--- src/rtl/shift_sequencer.sv ---
`default_nettype none
// +----------------------------------------------------------------------+
// | shift_sequencer: command sequencer for a cascaded mc10141 shift chain |
// | Revision: 1.0                                                        |
// +----------------------------------------------------------------------+
module shift_sequencer #(
    parameter int WIDTH = 36,
    parameter int CNT_W = 6
) (
    input  logic             clk,
    input  logic             resetN,
    input  logic             cmdValid,
    output logic             cmdReady,
    input  logic [1:0]       cmdOp,
    input  logic [CNT_W-1:0] cmdCount,
    input  logic [1:0]       cmdFill,
    input  logic             abort,
    input  logic             qMsb,
    input  logic             qLsb,
    output logic [1:0]       modeSel,
    output logic             d0Fill,
    output logic             d3Fill,
    output logic             busy,
    output logic             done
);

    localparam logic [1:0] c_st_idle     = 2'd0;
    localparam logic [1:0] c_st_loading  = 2'd1;
    localparam logic [1:0] c_st_shifting = 2'd2;
    localparam logic [1:0] c_st_done     = 2'd3;

    localparam logic [1:0] c_op_load = 2'd0;
    localparam logic [1:0] c_op_shl  = 2'd1;
    localparam logic [1:0] c_op_shr  = 2'd2;

    localparam logic [1:0] c_fill_zero = 2'd0;
    localparam logic [1:0] c_fill_one  = 2'd1;
    localparam logic [1:0] c_fill_sign = 2'd2;

    localparam logic [1:0] c_mode_load   = 2'b00;
    localparam logic [1:0] c_mode_shiftl = 2'b01;
    localparam logic [1:0] c_mode_shiftr = 2'b10;
    localparam logic [1:0] c_mode_hold   = 2'b11;

    localparam logic [CNT_W-1:0] c_cnt_zero = '0;
    localparam logic [CNT_W-1:0] c_cnt_one  = CNT_W'(1);

    // Shift counts are independent of chain length; a degenerate chain is simply not sequenced differently.
    if (WIDTH < 1) begin : g_width_degenerate
    end

    logic [1:0]       r_state;
    logic [1:0]       w_next_state;
    logic [CNT_W-1:0] r_count;
    logic [1:0]       r_op;
    logic [1:0]       r_fill;
    logic             w_accept;

    assign w_accept = (r_state == c_st_idle) && cmdValid;

    always_ff @(posedge clk or negedge resetN) begin
        if (!resetN) begin
            r_state <= c_st_idle;
            r_count <= c_cnt_zero;
            r_op    <= 2'd0;
            r_fill  <= 2'd0;
        end else begin
            r_state <= w_next_state;
            if (w_accept) begin
                r_op    <= cmdOp;
                r_count <= cmdCount;
                r_fill  <= cmdFill;
            end else if ((r_state == c_st_shifting) && (r_count != c_cnt_zero)) begin
                r_count <= r_count - c_cnt_one;
            end
        end
    end

    always_comb begin
        w_next_state = r_state;
        case (r_state)
            c_st_idle: begin
                if (cmdValid) begin
                    case (cmdOp)
                        c_op_load: w_next_state = c_st_loading;
                        c_op_shl,
                        c_op_shr:  w_next_state = (cmdCount == c_cnt_zero) ? c_st_done : c_st_shifting;
                        default:   w_next_state = c_st_done;
                    endcase
                end
            end
            c_st_loading:  w_next_state = abort ? c_st_idle : c_st_done;
            // Abort wins over the final-shift transition, so an aborted command never reports done.
            c_st_shifting: begin
                if (abort) begin
                    w_next_state = c_st_idle;
                end else if (r_count == c_cnt_one) begin
                    w_next_state = c_st_done;
                end
            end
            default:       w_next_state = c_st_idle;
        endcase
    end

    always_comb begin
        modeSel  = c_mode_hold;
        cmdReady = 1'b0;
        busy     = 1'b1;
        done     = 1'b0;
        d0Fill   = 1'b0;
        d3Fill   = 1'b0;
        case (r_state)
            c_st_idle: begin
                cmdReady = 1'b1;
                busy     = 1'b0;
            end
            c_st_loading: modeSel = c_mode_load;
            c_st_shifting: begin
                if (r_op == c_op_shl) begin
                    modeSel = c_mode_shiftl;
                    case (r_fill)
                        c_fill_zero: d0Fill = 1'b0;
                        c_fill_one:  d0Fill = 1'b1;
                        c_fill_sign: d0Fill = qMsb;
                        default:     d0Fill = qLsb;
                    endcase
                end else begin
                    modeSel = c_mode_shiftr;
                    case (r_fill)
                        c_fill_one:  d3Fill = 1'b1;
                        2'd3:        d3Fill = qMsb;
                        default:     d3Fill = 1'b0;
                    endcase
                end
            end
            default: done = 1'b1;
        endcase
    end

endmodule
`default_nettype wire

--- config.mk ---
export PLATFORM = sky130hd
export DESIGN_NAME = shift_sequencer
export DESIGN_NICKNAME = d
export VERILOG_FILES = /design/src/rtl/shift_sequencer.sv
export SDC_FILE = /design/constraint.sdc
export NUM_CORES = 1
export LEC_CHECK = 0
export ABC_AREA = 0
export BUFFER_PORTS_ARGS = -buffer_cell sky130_fd_sc_hd__buf_4
export CAP_MARGIN = 10
export CORE_MARGIN = 10
export CORE_UTILIZATION = 50
export DETAILED_ROUTE_END_ITERATION = 12
export GPL_ROUTABILITY_DRIVEN = 0
export PLACE_DENSITY = 0.87
export SYNTH_ARGS = -nofsm -noshare
export SYNTH_HDL_FRONTEND = slang
export SYNTH_SLANG_ARGS = --single-unit
--- constraint.sdc ---
create_clock -name clk -period 2.05 [get_ports clk]
set_clock_uncertainty 0.1 [all_clocks]
set_input_delay 0.3075 -clock clk [delete_from_list [all_inputs] [get_ports clk]]
set_output_delay 0.3075 -clock clk [all_outputs]
set_load 0.02 [all_outputs]
Word-level counts from Yosys, hierarchy flattened
Cells that the tools add are included.
{ "op_classes": {"div": 0, "add_sub_neg": 1, "reduce_logical": 11, "eq_ne": 11, "order_cmp": 0, "n_bitwise": 0, "multipliers": 0, "mux": 20, "n_shift": 0} }
{ "op_table": {"columns": ["op", "count"], "rows": [
  ["$mux 6", 2],
  ["$mux 2", 5],
  ["$eq 2x1->1 const B", 4],
  ["$eq 2x2->1 const B", 4],
  ["$mux 1", 8],
  ["$pmux 2 s2", 2],
  ["$eq 6x1->1 const B", 1],
  ["$logic_not 2->1", 3],
  ["$logic_not 6->1", 1],
  ["$pmux 2 s3", 1],
  ["$reduce_bool 6->1", 1],
  ["$sub 6x1->6 const B", 1],
  ["$ne 3x2->1 const B", 1],
  ["$pmux 1 s3", 1],
  ["$reduce_or 3->1", 1],
  ["$logic_and 1x1->1", 2],
  ["$ne 2x2->1 const B", 1],
  ["$pmux 1 s2", 1],
  ["$reduce_and 2->1", 1],
  ["$reduce_bool 2->1", 1],
  ["$reduce_or 2->1", 1]
]} }
{ "totals": {"elab_cells": 47, "mem_bits_rw": 0, "latch_bits": 0, "in_bits": 16, "n_memories": 0, "mem_bits_ro": 0, "register_bits": 12} }

Logic depth before layout (Yosys ltp)
{ "logic_depth": {"depth_word": 5, "mapped_depth": 7, "depth_no_buf": 6} }

Least setup slack after synthesis
No wires, ideal clock.
{ "synth_timing": {"path_type": "reg2reg", "from": "reg r_state[0]", "to": "reg r_count[5]", "arrival_ns": 1.581, "stages_incl_launch_ff": 8, "n_path_buf": 1, "t_required_ns": 1.814, "setup_slack_ns": 0.233, "cell_sequence": "dfrtp_1 inv_1 ha_1 buf_4 or4b_4 nor3_2 mux2i_1 a21oi_1"} }
{ "synth_between": {"elab_chain_cells": 3} }
{ "synth_rtl": {"columns": ["element", "line_no", "text"], "rows": [
  ["from (decl)", "52", "logic [1:0] r_state;"],
  ["from (signal assigned)", "63", "r_state <= c_st_idle;"],
  ["from (signal assigned)", "68", "r_state <= w_next_state;"],
  ["$eq 2x2->1 / $logic_not 2->1 (equally long branches)", "73, 59", null],
  ["$logic_and 1x1->1 (on tied branches)", "73, 59", null],
  ["$reduce_bool 2->1 (no line) / $mux 6 (equally long branches)", null, null],
  ["to (signal assigned)", "64", "r_count <= c_cnt_zero;"],
  ["to (signal assigned)", "71", "r_count <= cmdCount;"],
  ["to (signal assigned)", "74", "r_count <= r_count - c_cnt_one;"],
  ["to (decl)", "54", "logic [CNT_W-1:0] r_count;"]
]} }
Several ways; a longest one is shown, not always the timed one.
A chain may end at the register's enable or synchronous reset.

Worst setup path after layout
{ "layout_timing": {"from": "reg r_state[0]", "to": "out modeSel[0]"} }
{ "layout_between": {"elab_chain_cells": 2} }
{ "layout_rtl": {"columns": ["element", "line_no", "text"], "rows": [
  ["$eq 2x2->1 / $eq 2x1->1 (equally long branches)", "112", "case (r_state)"],
  ["$pmux 2 s2 *", "112", null],
  ["to (decl)", "20", "output logic [1:0] modeSel,"]
]} }
Mark *: on every way between the ends. The rest lies on a longest branch, timed or not.

==> flow_metrics.tcl <==
set metrics [dict create \
    status "complete, no violations" \
    ff_latch_area_um2 300.3 \
    min-delay-path-class "input pin to flip-flop" \
    final.period_utilization 0.9429 \
    core_area_um2 1524 \
    synth_top_family_by_area "simple AND/OR/NAND/NOR gates" \
    power.net_switching_uw 627.8 \
    period_minus_slack_ps 1933 \
    post_cts_resized 0 \
    criticalPathCategory "flip-flop to output pin" \
    area_growth_pct 29.94 \
    synth-seq-cells 12 \
    insertion_delay_ps 280 \
    rows 14 \
    rsz0062_at_grt "false" \
    vias 715 \
    syn_area_um2 810.8 \
    synth_area_leaders "dfrtp_1 37%, ha_1 12%, a21oi_1 5.6%" \
    leakage_uw 0.0005034 \
    syn_avg_cell_area_um2 9.213 \
    yosys.area_share.simple 0.2006 \
    dieHeight_um 60.27 \
    whs_ps 153.2 \
    critPathMaxFanout 7 \
    ir_drop_mv 0.8328 \
    maxCapViolCount 0 \
    arrival_ps 1530 \
    drt_pass1_iterations 4 \
    track_usage 0.1130 \
    setup_viol 0 \
    io-pin-count 23 \
    via_per_inst 5.417 \
    portBuffers 22 \
    cts_tree "built" \
    fin_nets 141 \
    swShare 0.4240 \
    ys_seq_area_frac 0.3704 \
    synth_edf_count 0 \
    start_util 0.5320 \
    synthAdderAreaFrac 0.1235 \
    synth.top_cell.area_share 0.3704 \
    clk_pin_slew_ps 80 \
    drtIter0Drc 9 \
    dp_hpwl_um 1563 \
    ys_async_sr_fraction 1.000 \
    grt_pass1_wl_um 3180 \
    multi_input_area_um2 465.4 \
    worstMarginPinSlew_ps 390.2 \
    synth_compound_area_frac 0.1204 \
    required_ps 1640 \
    yosysWarnings 0 \
    wl_um 1908 \
    slew_viol_final 0 \
    syn_nets 112 \
    drc 0 \
    slew_headroom 0.7331 \
    grt_pass1_vias 761 \
    hold_viol 0 \
    p_comb_frac 0.549 \
    internal_power_uw 852.7 \
    htree_levels 1 \
    p_per_area_nw_per_um2 1405 \
    fill_cells 114 \
    cts.sinks 12 \
    grt_max_degree 13 \
    end_kind "output pin" \
    antenna_found_initial 0 \
    yosys.area.top_type "dfrtp_1" \
    dieArea_um2 3632 \
    drtAntennaViolNets 0 \
    cts_root_buf "clkbuf_4" \
    seq_power_share 0.318 \
    syn_inst 88 \
    n_antenna_cell 0 \
    cp-start-kind "flip-flop" \
    wire_per_inst_um 14.45 \
    fmax_mhz 517.3 \
    synth_ff_type "dfrtp_1" \
    synth_cell_types 24 \
    synth_mux_area_frac 0.1188 \
    synth_xor_area_frac 0.01080 \
    cts_buffer_depth 2 \
    grt-ovfl-total 0 \
    die_x_um 60.27 \
    tns_ps 0 \
    cts-buffers-inserted 3 \
    power_frac_clock 0.133 \
    drive_gt1_frac 0.3103 \
]
==> registers in the layout, indices dropped and copies added (netlist names) <==
signal	count
r_state	2
r_count	6
r_op	2
r_fill	2
==> worst max-delay path: stages (launching register included) <==
cell	delay (ps)
dfrtp_1	390
inv_1	80
ha_1	220
buf_4	160
o21ai_0	200
buf_4	180
==> cells in the mapped netlist (4+ instances only) <==
cell / instances
a21oi_1: 9
nand2_1: 7
ha_1: 8
dfrtp_1: 12
mux2_2: 4
inv_1: 9
mux2i_1: 4
nor3_1: 5
o21ai_0: 4
nor2b_1: 4
nor2_1: 9
==> cell type report <==
type | count | share of cell area
multi-input cells | 65 | 0.4418
flip-flops and latches | 12 | 0.2850
repair buffers | 26 | 0.1876
clock buffers | 4 | 0.03444
inverters | 9 | 0.03207
well taps | 16 | 0.01900
==> cells by family (layout without fill, tap and decap cells) <==
logic type      Yosys count  after routing
xor+xnor                  1              1
compound gates           17             17
fa+ha+maj                 8              8
buf+inv                  11             39
simple gates             30             30
mux                       9              9
flops                    12             12
==> metrics by stage <==
| step | setup slack (ps) | total power [uW] | area [um2] | cells | util |
|---|---|---|---|---|---|
| 6_report | 117.0 | 1480 | 1054 | 132 | 0.6913 |
| 5_1_grt | 10.15 | 1601 | 1054 | 132 | 0.6913 |
| 4_1_cts | 106.6 | 1493 | 1054 | 132 | 0.6913 |
| 3_5_place_dp | 153.8 | 1293 | 1007 | 127 | 0.6609 |
| 3_3_place_gp | 258.5 | 1243 | 1007 | 127 | 0.6609 |
| 2_1_floorplan | 233.0 | 1023 | 810.8 | 88 | - |
==> final timing paths <==
kind	from	endpoint	slack (ps)	cells past startpoint
worst max-delay path	r_state[0]	modeSel[0]	120	5
worst min-delay path	cmdFill[1]	r_fill[1]	150	2
worst max register to register	r_state[0]	r_state[0]	160	6
worst min register to register	r_op[0]	r_op[0]	390	2
max in group asynchronous	resetN	r_count[0]	1410	2
min in group asynchronous	resetN	r_op[0]	290	2
==> routing by layer <==
metal / track usage / share of wire / up-vias / wire, um
li1: - / - / 362 / -
met1: 0.1184 / 0.41 / 332 / 775
met2: 0.2000 / 0.53 / 16 / 1005
met3: 0.02966 / 0.045 / 5 / 85
met4: 0.05769 / 0.022 / 0 / 42
met5: 0 / 0 / - / 0
==> repair_timing <==
item                      CTS  global route
hold buffers                1             0
buffers inserted            0             0
hold endpoints to repair   12             0
==> cells in the final DEF, fill, tap and decap left out <==
cell type and count:
a21oi_1 9, a21boi_1 1, mux2_2 4, mux2i_1 4, nor3_2 1, nor2_1 9
nor3_1 5, inv_1 9, nand2_1 7, or4b_4 1, nor2b_1 4, o21ai_0 4
dlygate4sd3_1 1, xnor2_1 1, dfrtp_1 12, nand3b_1 1, buf_4 25, a2111oi_0 1
ha_1 8, mux2_1 1, a211oi_1 1, clkbuf_4 3, nor4b_1 1, a2bb2oi_1 1
nor4_2 1, clkbuf_8 1
==> power by group through the flow <==
stage | combinational, uW | clock, uW | sequential, uW
2_1_floorplan | 573 | 0 | 449
3_3_place_gp | 778 | 0 | 464
3_5_place_dp | 820 | 0 | 472
4_1_cts | 825 | 198 | 470
5_1_grt | 906 | 206 | 489
6_report | 813 | 197 | 471
Note: power is estimated with default switching activity, not from simulation.
